**config.mk**
```make
export PLATFORM = sky130hd
export DESIGN_NAME = dma_tx_burst_sched_flat
export DESIGN_NICKNAME = d
export VERILOG_FILES = /design/src/rtl/dma_tx_burst_sched_if.sv /design/src/rtl/dma_tx_burst_sched.sv /design/src/flat_wrapper.sv
export SDC_FILE = /design/constraint.sdc
export NUM_CORES = 2
export LEC_CHECK = 0
export ABC_AREA = 0
export CAP_MARGIN = 30
export CORE_MARGIN = 10
export CORE_UTILIZATION = 55
export DETAILED_ROUTE_END_ITERATION = 16
export PLACE_DENSITY = 0.72
export SLEW_MARGIN = 20
export SYNTH_ARGS = -nofsm -noshare
export SYNTH_HDL_FRONTEND = slang
export SYNTH_SLANG_ARGS = --single-unit
```
**constraint.sdc**
```tcl
create_clock -name clk -period 20.9 [get_ports clk]
set_input_delay 5.225 -clock clk [delete_from_list [all_inputs] [get_ports clk]]
set_output_delay 5.225 -clock clk [all_outputs]
set_load 0.02 [all_outputs]
```
**src/rtl/dma_tx_burst_sched_if.sv**
```systemverilog
// Descriptor, request and completion handshake bundle for dma_tx_burst_sched.
// slave = scheduler side, master = host/fabric side.
`timescale 1ns/1ps
interface dma_tx_burst_sched_if #(
   parameter int RAM_ADDR_WIDTH = 18,
   parameter int BUS_ADDR_WIDTH = 32,
   parameter int DATA_BITS      = 3,
   parameter int USER_TAG_BITS  = 6
) ();
   logic                                   s_desc_valid;
   logic                                   s_desc_ready;
   logic [BUS_ADDR_WIDTH-DATA_BITS-1:0]    s_desc_bus_addr;
   logic [RAM_ADDR_WIDTH-DATA_BITS-1:0]    s_desc_length;

   logic                                   m_rq_valid;
   logic                                   m_rq_ready;
   logic [RAM_ADDR_WIDTH-DATA_BITS:0]      m_rq_loc_addr;
   logic [BUS_ADDR_WIDTH-DATA_BITS-1:0]    m_rq_bus_addr;
   logic [RAM_ADDR_WIDTH-DATA_BITS-1:0]    m_rq_length;
   logic [USER_TAG_BITS-1:0]               m_rq_tag;

   logic                                   s_rc_valid;
   logic                                   s_rc_ready;
   logic [USER_TAG_BITS-1:0]               s_rc_tag;

   modport slave (
      input  s_desc_valid, s_desc_bus_addr, s_desc_length,
      output s_desc_ready,
      output m_rq_valid, m_rq_loc_addr, m_rq_bus_addr, m_rq_length, m_rq_tag,
      input  m_rq_ready,
      input  s_rc_valid, s_rc_tag,
      output s_rc_ready
   );

   modport master (
      output s_desc_valid, s_desc_bus_addr, s_desc_length,
      input  s_desc_ready,
      input  m_rq_valid, m_rq_loc_addr, m_rq_bus_addr, m_rq_length, m_rq_tag,
      output m_rq_ready,
      output s_rc_valid, s_rc_tag,
      input  s_rc_ready
   );
endinterface

```
**src/rtl/dma_tx_burst_sched.sv**
```systemverilog
// TX DMA burst scheduler: allocates ring space per descriptor, issues tagged reads,
// retires completions in order. Optional stats via DMA_TX_BURST_SCHED_STATS_EN.
`timescale 1ns/1ps
module dma_tx_burst_sched #(
   parameter int RAM_ADDR_WIDTH  = 18,
   parameter int BUS_ADDR_WIDTH  = 32,
   parameter int DATA_BITS       = 3,
   parameter int USER_TAG_BITS   = 6,
   parameter int MAX_OUTSTANDING = 4
) (
   input  logic                              clk,
   input  logic                              rst,
   dma_tx_burst_sched_if.slave               bus,
   input  logic [RAM_ADDR_WIDTH-DATA_BITS:0] s_consume_ram_addr,
   output logic [RAM_ADDR_WIDTH-DATA_BITS:0] m_fill_ram_addr,
   output logic                              busy,
   output logic [15:0]                       m_cpl_cnt,
   output logic                              m_tag_err
);
   localparam int AW   = RAM_ADDR_WIDTH - DATA_BITS;
   localparam int PW   = AW + 1;
   localparam int BW   = BUS_ADDR_WIDTH - DATA_BITS;
   localparam int TW   = USER_TAG_BITS;
   localparam int NTAG = 1 << TW;
   localparam int OW   = $clog2(MAX_OUTSTANDING + 1);
   localparam logic [OW-1:0] MAX_OUT = OW'(MAX_OUTSTANDING);
   localparam logic [PW-1:0] RING    = {1'b1, {AW{1'b0}}};

   typedef enum logic {IDLE, ISSUE} state_e;

   state_e                   state_q, state_d;
   logic                     run_q, run_d;
   logic [PW-1:0]            alloc_q, alloc_d;
   logic [PW-1:0]            fill_q, fill_d;
   logic [TW-1:0]            next_tag_q, next_tag_d;
   logic [TW-1:0]            head_q, head_d;
   logic [OW-1:0]            out_q, out_d;
   logic [NTAG-1:0]          pend_q, pend_d;
   logic [NTAG-1:0]          done_q, done_d;
   logic [NTAG-1:0][PW-1:0]  end_tab_q, end_tab_d;
   logic [PW-1:0]            rq_loc_q, rq_loc_d;
   logic [BW-1:0]            rq_bus_q, rq_bus_d;
   logic [AW-1:0]            rq_len_q, rq_len_d;
   logic [TW-1:0]            rq_tag_q, rq_tag_d;

   logic [PW-1:0] used, free, need, alloc_nxt;
   logic          desc_rdy, accept, rc_fire, rc_good, retire;

   // Modular distance handles the wrap bit; free can reach exactly RING.
   assign used      = alloc_q - s_consume_ram_addr;
   assign free      = RING - used;
   assign need      = {1'b0, bus.s_desc_length} + PW'(1);
   assign alloc_nxt = alloc_q + need;
   assign desc_rdy  = run_q && (state_q == IDLE) && (out_q < MAX_OUT) && (need <= free);
   assign accept    = desc_rdy && bus.s_desc_valid;
   assign rc_fire   = run_q && bus.s_rc_valid;
   assign rc_good   = pend_q[bus.s_rc_tag] && !done_q[bus.s_rc_tag];
   assign retire    = done_q[head_q];

   always_comb begin
      state_d    = state_q;
      run_d      = 1'b1;
      alloc_d    = alloc_q;
      fill_d     = fill_q;
      next_tag_d = next_tag_q;
      head_d     = head_q;
      out_d      = out_q;
      pend_d     = pend_q;
      done_d     = done_q;
      end_tab_d  = end_tab_q;
      rq_loc_d   = rq_loc_q;
      rq_bus_d   = rq_bus_q;
      rq_len_d   = rq_len_q;
      rq_tag_d   = rq_tag_q;

      case (state_q)
         IDLE: if (accept) begin
            state_d  = ISSUE;
            rq_loc_d = alloc_q;
            rq_bus_d = bus.s_desc_bus_addr;
            rq_len_d = bus.s_desc_length;
            rq_tag_d = next_tag_q;
            alloc_d  = alloc_nxt;
         end
         ISSUE: if (bus.m_rq_ready) state_d = IDLE;
         default: state_d = IDLE;
      endcase

      if (retire) begin
         fill_d         = end_tab_q[head_q];
         pend_d[head_q] = 1'b0;
         done_d[head_q] = 1'b0;
         head_d         = head_q + TW'(1);
      end

      // next_tag never aliases a retiring head: either outstanding is 0 or head is in flight.
      if (accept) begin
         end_tab_d[next_tag_q] = alloc_nxt;
         pend_d[next_tag_q]    = 1'b1;
         next_tag_d            = next_tag_q + TW'(1);
      end

      if (rc_fire && rc_good) done_d[bus.s_rc_tag] = 1'b1;

      case ({accept, retire})
         2'b10:   out_d = out_q + OW'(1);
         2'b01:   out_d = out_q - OW'(1);
         default: out_d = out_q;
      endcase
   end

   always_ff @(posedge clk or negedge rst) begin
      if (!rst) begin
         state_q    <= IDLE;
         run_q      <= 1'b0;
         alloc_q    <= '0;
         fill_q     <= '0;
         next_tag_q <= '0;
         head_q     <= '0;
         out_q      <= '0;
         pend_q     <= '0;
         done_q     <= '0;
         end_tab_q  <= '0;
         rq_loc_q   <= '0;
         rq_bus_q   <= '0;
         rq_len_q   <= '0;
         rq_tag_q   <= '0;
      end else begin
         state_q    <= state_d;
         run_q      <= run_d;
         alloc_q    <= alloc_d;
         fill_q     <= fill_d;
         next_tag_q <= next_tag_d;
         head_q     <= head_d;
         out_q      <= out_d;
         pend_q     <= pend_d;
         done_q     <= done_d;
         end_tab_q  <= end_tab_d;
         rq_loc_q   <= rq_loc_d;
         rq_bus_q   <= rq_bus_d;
         rq_len_q   <= rq_len_d;
         rq_tag_q   <= rq_tag_d;
      end
   end

`ifdef DMA_TX_BURST_SCHED_STATS_EN
   logic [15:0] cpl_cnt_q, cpl_cnt_d;
   logic        tag_err_q, tag_err_d;

   always_comb begin
      cpl_cnt_d = cpl_cnt_q;
      tag_err_d = tag_err_q;
      if (retire) cpl_cnt_d = cpl_cnt_q + 16'd1;
      if (rc_fire && !rc_good) tag_err_d = 1'b1;
   end

   always_ff @(posedge clk or negedge rst) begin
      if (!rst) begin
         cpl_cnt_q <= '0;
         tag_err_q <= 1'b0;
      end else begin
         cpl_cnt_q <= cpl_cnt_d;
         tag_err_q <= tag_err_d;
      end
   end

   assign m_cpl_cnt = cpl_cnt_q;
   assign m_tag_err = tag_err_q;
`else
   assign m_cpl_cnt = '0;
   assign m_tag_err = 1'b0;
`endif

   assign bus.s_desc_ready  = desc_rdy;
   assign bus.m_rq_valid    = (state_q == ISSUE);
   assign bus.m_rq_loc_addr = rq_loc_q;
   assign bus.m_rq_bus_addr = rq_bus_q;
   assign bus.m_rq_length   = rq_len_q;
   assign bus.m_rq_tag      = rq_tag_q;
   assign bus.s_rc_ready    = run_q;
   assign m_fill_ram_addr   = fill_q;
   assign busy              = (out_q != '0) || (state_q == ISSUE);
endmodule

```
**src/flat_wrapper.sv**
```systemverilog
// flat-port wrapper written by rule: the top's interface ports become plain ports
module dma_tx_burst_sched_flat 
#(
   parameter int RAM_ADDR_WIDTH  = 18,
   parameter int BUS_ADDR_WIDTH  = 32,
   parameter int DATA_BITS       = 3,
   parameter int USER_TAG_BITS   = 6,
   parameter int MAX_OUTSTANDING = 4
)
  (clk, rst, s_consume_ram_addr, m_fill_ram_addr, busy, m_cpl_cnt, m_tag_err, bus_s_desc_valid, bus_s_desc_bus_addr, bus_s_desc_length, bus_s_desc_ready, bus_m_rq_valid, bus_m_rq_loc_addr, bus_m_rq_bus_addr, bus_m_rq_length, bus_m_rq_tag, bus_m_rq_ready, bus_s_rc_valid, bus_s_rc_tag, bus_s_rc_ready);
  dma_tx_burst_sched_if #(.RAM_ADDR_WIDTH(RAM_ADDR_WIDTH), .BUS_ADDR_WIDTH(BUS_ADDR_WIDTH), .DATA_BITS(DATA_BITS), .USER_TAG_BITS(USER_TAG_BITS)) bus_i ();
  input  logic clk;
  input  logic rst;
  input  logic [RAM_ADDR_WIDTH-DATA_BITS:0] s_consume_ram_addr;
  output logic [RAM_ADDR_WIDTH-DATA_BITS:0] m_fill_ram_addr;
  output logic busy;
  output logic [15:0] m_cpl_cnt;
  output logic m_tag_err;
  input wire logic [$bits(bus_i.s_desc_valid)-1:0] bus_s_desc_valid;
  input wire logic [$bits(bus_i.s_desc_bus_addr)-1:0] bus_s_desc_bus_addr;
  input wire logic [$bits(bus_i.s_desc_length)-1:0] bus_s_desc_length;
  output wire logic [$bits(bus_i.s_desc_ready)-1:0] bus_s_desc_ready;
  output wire logic [$bits(bus_i.m_rq_valid)-1:0] bus_m_rq_valid;
  output wire logic [$bits(bus_i.m_rq_loc_addr)-1:0] bus_m_rq_loc_addr;
  output wire logic [$bits(bus_i.m_rq_bus_addr)-1:0] bus_m_rq_bus_addr;
  output wire logic [$bits(bus_i.m_rq_length)-1:0] bus_m_rq_length;
  output wire logic [$bits(bus_i.m_rq_tag)-1:0] bus_m_rq_tag;
  input wire logic [$bits(bus_i.m_rq_ready)-1:0] bus_m_rq_ready;
  input wire logic [$bits(bus_i.s_rc_valid)-1:0] bus_s_rc_valid;
  input wire logic [$bits(bus_i.s_rc_tag)-1:0] bus_s_rc_tag;
  output wire logic [$bits(bus_i.s_rc_ready)-1:0] bus_s_rc_ready;
  assign bus_i.s_desc_valid = bus_s_desc_valid;
  assign bus_i.s_desc_bus_addr = bus_s_desc_bus_addr;
  assign bus_i.s_desc_length = bus_s_desc_length;
  assign bus_s_desc_ready = bus_i.s_desc_ready;
  assign bus_m_rq_valid = bus_i.m_rq_valid;
  assign bus_m_rq_loc_addr = bus_i.m_rq_loc_addr;
  assign bus_m_rq_bus_addr = bus_i.m_rq_bus_addr;
  assign bus_m_rq_length = bus_i.m_rq_length;
  assign bus_m_rq_tag = bus_i.m_rq_tag;
  assign bus_i.m_rq_ready = bus_m_rq_ready;
  assign bus_i.s_rc_valid = bus_s_rc_valid;
  assign bus_i.s_rc_tag = bus_s_rc_tag;
  assign bus_s_rc_ready = bus_i.s_rc_ready;
  dma_tx_burst_sched #(.RAM_ADDR_WIDTH(RAM_ADDR_WIDTH), .BUS_ADDR_WIDTH(BUS_ADDR_WIDTH), .DATA_BITS(DATA_BITS), .USER_TAG_BITS(USER_TAG_BITS), .MAX_OUTSTANDING(MAX_OUTSTANDING)) u_core (.clk(clk), .rst(rst), .bus(bus_i), .s_consume_ram_addr(s_consume_ram_addr), .m_fill_ram_addr(m_fill_ram_addr), .busy(busy), .m_cpl_cnt(m_cpl_cnt), .m_tag_err(m_tag_err));
endmodule
```
Yosys cells after proc, flatten, opt, wreduce, memory -nomap -nowiden. Index checks and enable logic that the tools add are counted.

Logic and storage cells: 141. Input bits: 71. Flip-flop bits (word level): 1267.

Reductions and logical operators: 15. Multiplexer cells: 25. Magnitude comparators: 8. Bitwise logic cells: 6. Equal/unequal tests: 2. $add $sub $neg: 8.

Operators with widths (count): 1024-bit bitwise mux (1); 64-bit 2-to-1 mux (4); 64-bit bitwise AND (2); 64-bit OR (2); 16-bit binary-select mux with 6-bit select (1); 16-bit demux with 6-bit select (1); 64-bit inverter (1); 16-bit 2-to-1 mux (2); 6-bit by 7-bit less-than comparator with 1-bit output, second input constant (3); 1-bit binary-select mux with 6-bit select (3); 1-bit demux with 6-bit select (3); 6-bit by 1-bit >= comparator with 1-bit output, second input constant (3); 15-bit by 1-bit adder with 16-bit output, second input constant (1); 16-bit adder (1); 16-bit less-or-equal comparator (1); 16-bit subtractor (1); 16-bit subtractor, first input constant (1); 6-bit by 1-bit adder with 6-bit output, second input constant (2); 1-bit logical AND (10); 1-bit 2-to-1 mux (8); 3-bit case mux with 2 select lines (1); 3-bit by 1-bit adder with 3-bit output, second input constant (1); 3-bit less-than comparator, second input constant (1); 3-bit nonzero test (1); other kinds (9) (9).

Longest topological paths before layout.
Depth in word-level cells: 9. Depth in mapped cells: 28. Depth with buffers taken out: 25.

Worst setup path before layout. OpenSTA, ideal clock, no wires.

Path type: input to output. From: input s_consume_ram_addr[1]. To: output bus_s_desc_ready. Stages on the path: 17. Arrival time: 8.599 ns. Setup slack: 7.076 ns. Data required time: 15.675 ns. Cells stage by stage: ha_1 ha_1 inv_1 fa_1 nor2b_1 o31a_1 o211ai_1 a21oi_1 a2111oi_0 o21ai_0 and3_1 ha_1 nand4_1 nor4_1 a21bo_2 nand3_1 nand2_1.

Cells in the longest elaborated chain, start to end: 4.

RTL lines: from (decl) (line flat_wrapper.sv:14) `input logic [RAM_ADDR_WIDTH-DATA_BITS:0] s_consume_ram_addr;`; 16-bit subtractor (line dma_tx_burst_sched.sv:50) `assign used = alloc_q - s_consume_ram_addr;`; 16-bit subtractor (line dma_tx_burst_sched.sv:51) `assign free = RING - used;`; 16-bit less-or-equal comparator (line dma_tx_burst_sched.sv:54) `assign desc_rdy = run_q && (state_q == IDLE) && (out_q < MAX_OUT) && (need <= free);`; 1-bit logical AND (line dma_tx_burst_sched.sv:54); to (decl) (line flat_wrapper.sv:22) `output wire logic [$bits(bus_i.s_desc_ready)-1:0] bus_s_desc_ready;`.

Every way passes these cells.

Final worst setup path. Ends and elaborated chain as after synthesis.

==> summary.md <==
| Metric | Value |
|---|---|
| H-tree Lvls | `4` |
| Fin crit period | `around 16 ns` |
| Area of the mapped netlist | `57300 um2` |
| RSZ-0062 raised after global routing | `false` |
| Crit-path leading delay family | `compound AO/OA/AOI/OAI gates` |
| Grt ovf | `0` |
| CTS tree | `built` |
| Row Count | `118` |
| Clock slew seen by the registers of the worst setup and hold paths | `about 0.060 ns` |
| Clk_skew | `roughly 0.033 ns` |
| CP max stage cell | `a2111oi_0` |
| Final setup fails | `0` |
| Largest net degree at the start of global routing | `175` |
| Async S/R FF share, synth | `100%` |
| Pwr Density | `131 nW/um2` |
| Max VDD drop | `154 uV` |
| # port buffers | `156` |
| Area Growth Syn to Fin | `12.7%` |
| Crit path buf inv count | `3` |
| GRT Overall Usage | `33.4%` |
| Max Clk Rate | `64.0 MHz` |
| Worst-Margin Slew | `1.11 ns` |
| Commonest cells after routing, fill and taps aside | `dfrtp_1 (1264), nand2_1 (927), o21ai_0 (892)` |
| Via-to-Cell Ratio | `6.73` |
| CTS sink cnt | `1267` |
| Length of the first detailed-routing pass in iterations | `8` |
| Setup TNS Final | `0 ns` |
| Largest stage delay on the critical path | `0.82 ns` |
| DP HPWL | `118000 um` |
| Share of layout cells above drive strength 1 | `between 10% and 20%` |
| Clk buf depth | `3` |
| Residual DRC | `0` |
| CP Cell Sequence | `clkdlybuf4s50_1 > ha_1 > ha_1 > inv_1 > fa_1 > nor2b_1 > o31a_1 > o211ai_1 > a21oi_1 > a2111oi_0 > o21ai_0 > and3_1 > ha_1 > nand4_1 > nor4_1 > a21bo_2 > nand3_1 > nand2_1 > clkdlybuf4s50_1` |
| Die width | `343 um` |
| Post-DP Area | `60000 um2` |
| Post-CTS sizing | `0` |
| Max cap viols | `0` |
| Slew Viols, Final | `0` |
| CP required | `15.67 ns` |
| Startpoint types | `input pin` |
| Skew-Pair Late Insertion Delay | `0.76 ns` |
| Global-route wire length before repair | `approximately 300000 um` |
| Initial Util | `between 50% and 60%` |
| Final worst path period share | `74.8%` |
| Fillcell total | `8341` |
| Yosys cell types | `71` |
| Die Y | `343 um` |
| Crit Path Max Fanout | `3` |
| Hold Buf Count CTS | `0` |
| DR vias | `46400` |
| Syn_area_per_cell | `10.5 um2` |
| Root buf cell | `clkbuf_16` |
| Number of synthesized flops with an enable pin | `0` |
| Post-CTS setup buffer count | `0` |
| P_leak | `28.5 nW` |
| Num CTS Buffers | `~130` |
| Critical path capture point type | `output port` |
| CP dominant cell by count | `ha_1` |
| Nets@finish | `5549` |
| Core area | `103000 um2` |
| GPL Wtd Cong | `0.959` |
| Finished layout cell area | `64600 um2` |
| Initial antenna violation count | `13` |
| Status | `completed` |
| WS Path Type | `input pin to output port` |
| Die footprint | `117000 um2` |
| Worst hold path class | `flop to flop` |
| Synth warn | `0` |
| Relative slew slack | `between 20% and 30%` |
| Most common cell after layout, fill and taps aside | `dfrtp_1` |
| WL per Instance | `28.8 um` |
| Vias in the first global route | `between 40000 and 50000` |
| I/O pin count | `174` |
| Final WL | `~200000 um` |
| Iter 0 DRT Violations | `6590` |
| Antenna Nets Post-Route | `0` |
| Mapped Cells | `5472` |
| Final Hold Viols | `0` |
| Worst path arrival time | `10.40 ns` |
| Sequential area share after synthesis | `55.4%` |
| #FFs+latches synth | `1267` |
| Primary FF master, synth | `dfrtp_1` |
[worst register-to-register path, delay by kind of cell (launching register included)]
kind,cells,cell delay [ns]
AOI/OAI and AO/OA,7,2.51
xor gates and xnor gates,2,0.30
adders and majority gates,6,1.72
buffers and inverters,5,0.97
DFF,1,0.43
and+or+nand+nor,5,1.07
[worst paths after layout]
path / start / end / slack, ns / depth (start not counted)
max in group asynchronous: rst / u_core.end_tab_q[838]$_DFFE_PN0P_ / 13.66 / 5
hold reg to reg: u_core.end_tab_q[489]$_DFFE_PN0P_ / u_core.end_tab_q[489]$_DFFE_PN0P_ / 0.47 / 2
min in group asynchronous: rst / u_core.end_tab_q[117]$_DFFE_PN0P_ / 4.51 / 1
setup reg to reg: u_core.alloc_q[1]$_DFFE_PN0P_ / u_core.out_q[2]$_DFFE_PN0P_ / 13.84 / 25
setup / recovery: s_consume_ram_addr[1] / bus_s_desc_ready / 5.27 / 19
hold / removal: u_core.end_tab_q[489]$_DFFE_PN0P_ / u_core.end_tab_q[489]$_DFFE_PN0P_ / 0.47 / 2
[state kept, by name, indices dropped and copies added, names as in the netlist]
name / cells
u_core.out_q: 3
u_core.m_fill_ram_addr: 16
u_core.done_q: 64
u_core.bus.m_rq_valid: 1
u_core.alloc_q: 16
u_core.bus.m_rq_bus_addr: 29
u_core.next_tag_q: 6
u_core.head_q: 6
u_core.bus.s_rc_ready: 1
u_core.pend_q: 64
u_core.bus.m_rq_length: 15
u_core.end_tab_q: 1024
u_core.bus.m_rq_loc_addr: 16
u_core.bus.m_rq_tag: 6
[routing by layer]
layer	wire length, um	part of all wire [%]	up-vias	GRT usage (%)
met3	26000	13	633	10.7
met1	76000	38	23200	44.5
met4	11500	5.8	2	17.5
li1	-	-	19500	-
met2	85300	43	3069	48.5
met5	11	0.0055	-	0
[synthesized netlist by cell type (7+ instances only)]
cell / instances / area, um2
and2_1: 10 / 62.6
nand4b_1: 32 / 280
nand2_1: 927 / 3480
o2bb2ai_1: 68 / 596
nor3b_1: 7 / 52.6
mux2i_1: 83 / 831
o22ai_1: 25 / 156
buf_4: 17 / 128
nand3_1: 103 / 515
a211oi_1: 9 / 67.6
nor2b_1: 23 / 144
mux4_2: 43 / 968
nor4_1: 13 / 81.3
a21bo_2: 59 / 591
a221oi_1: 107 / 937
mux2_2: 264 / 2970
a31oi_1: 52 / 325
or3_1: 9 / 56.3
and3_1: 19 / 119
clkbuf_1: 381 / 1430
xnor2_1: 35 / 307
buf_1: 79 / 297
o211ai_1: 10 / 75.1
nor3_1: 31 / 155
a22oi_1: 226 / 1700
a221o_1: 19 / 190
ha_1: 64 / 801
buf_2: 62 / 310
a22o_1: 101 / 885
xor2_1: 19 / 166
nand4_1: 63 / 394
a21oi_1: 92 / 460
a41oi_1: 27 / 236
dfrtp_1: 1267 / 31700
nor2_1: 96 / 360
o21ai_0: 892 / 4460
inv_1: 39 / 146
nand2b_1: 9 / 56.3
[cell type report]
class / count / area [um2] / share of cell area, %
Clock inverter: 35 / 447 / 0.692
Clock buffer: 197 / 3970 / 6.14
Tap cell: 1380 / 1730 / 2.67
Timing Repair Buffer: 327 / 3010 / 4.66
Sequential cell: 1267 / 31700 / 49.1
Multi-Input combinational cell: 3639 / 23500 / 36.4
Inverter: 43 / 161 / 0.250
Antenna cell: 6 / 15.0 / 0.0233
[kinds of logic (layout without fill, tap and decap cells)]
group	after synthesis	after routing	share of synthesized area, %
compound gates	1748	1748	19.6
xor+xnor	54	54	0.826
fa+ha+maj	67	67	1.50
buf+inv	582	602	4.06
flops	1267	1267	55.4
mux	390	390	8.33
other cells	2	24	0.0131
simple gates	1362	1362	10.3
[through the flow]
step           worst slack [ns]  cells  util [%]  hold slack (ns)  total power, mW
3_5_place_dp               5.35   6648      58.0            0.465             5.94
5_1_grt                    4.92   6888      62.4            0.489             8.68
3_3_place_gp               5.49   6639      57.9            0.455             5.88
4_1_cts                    5.30   6880      62.3            0.479             8.33
6_report                   5.27   6894      62.4            0.472             8.43
2_1_floorplan              7.08   5488         -            0.444             4.56
[power breakdown]
part           internal [mW]  switching [mW]
registers               2.70           0.228
clock network           1.41           0.995
logic                  0.829            2.26
Power figures use the tool's default switching activity.
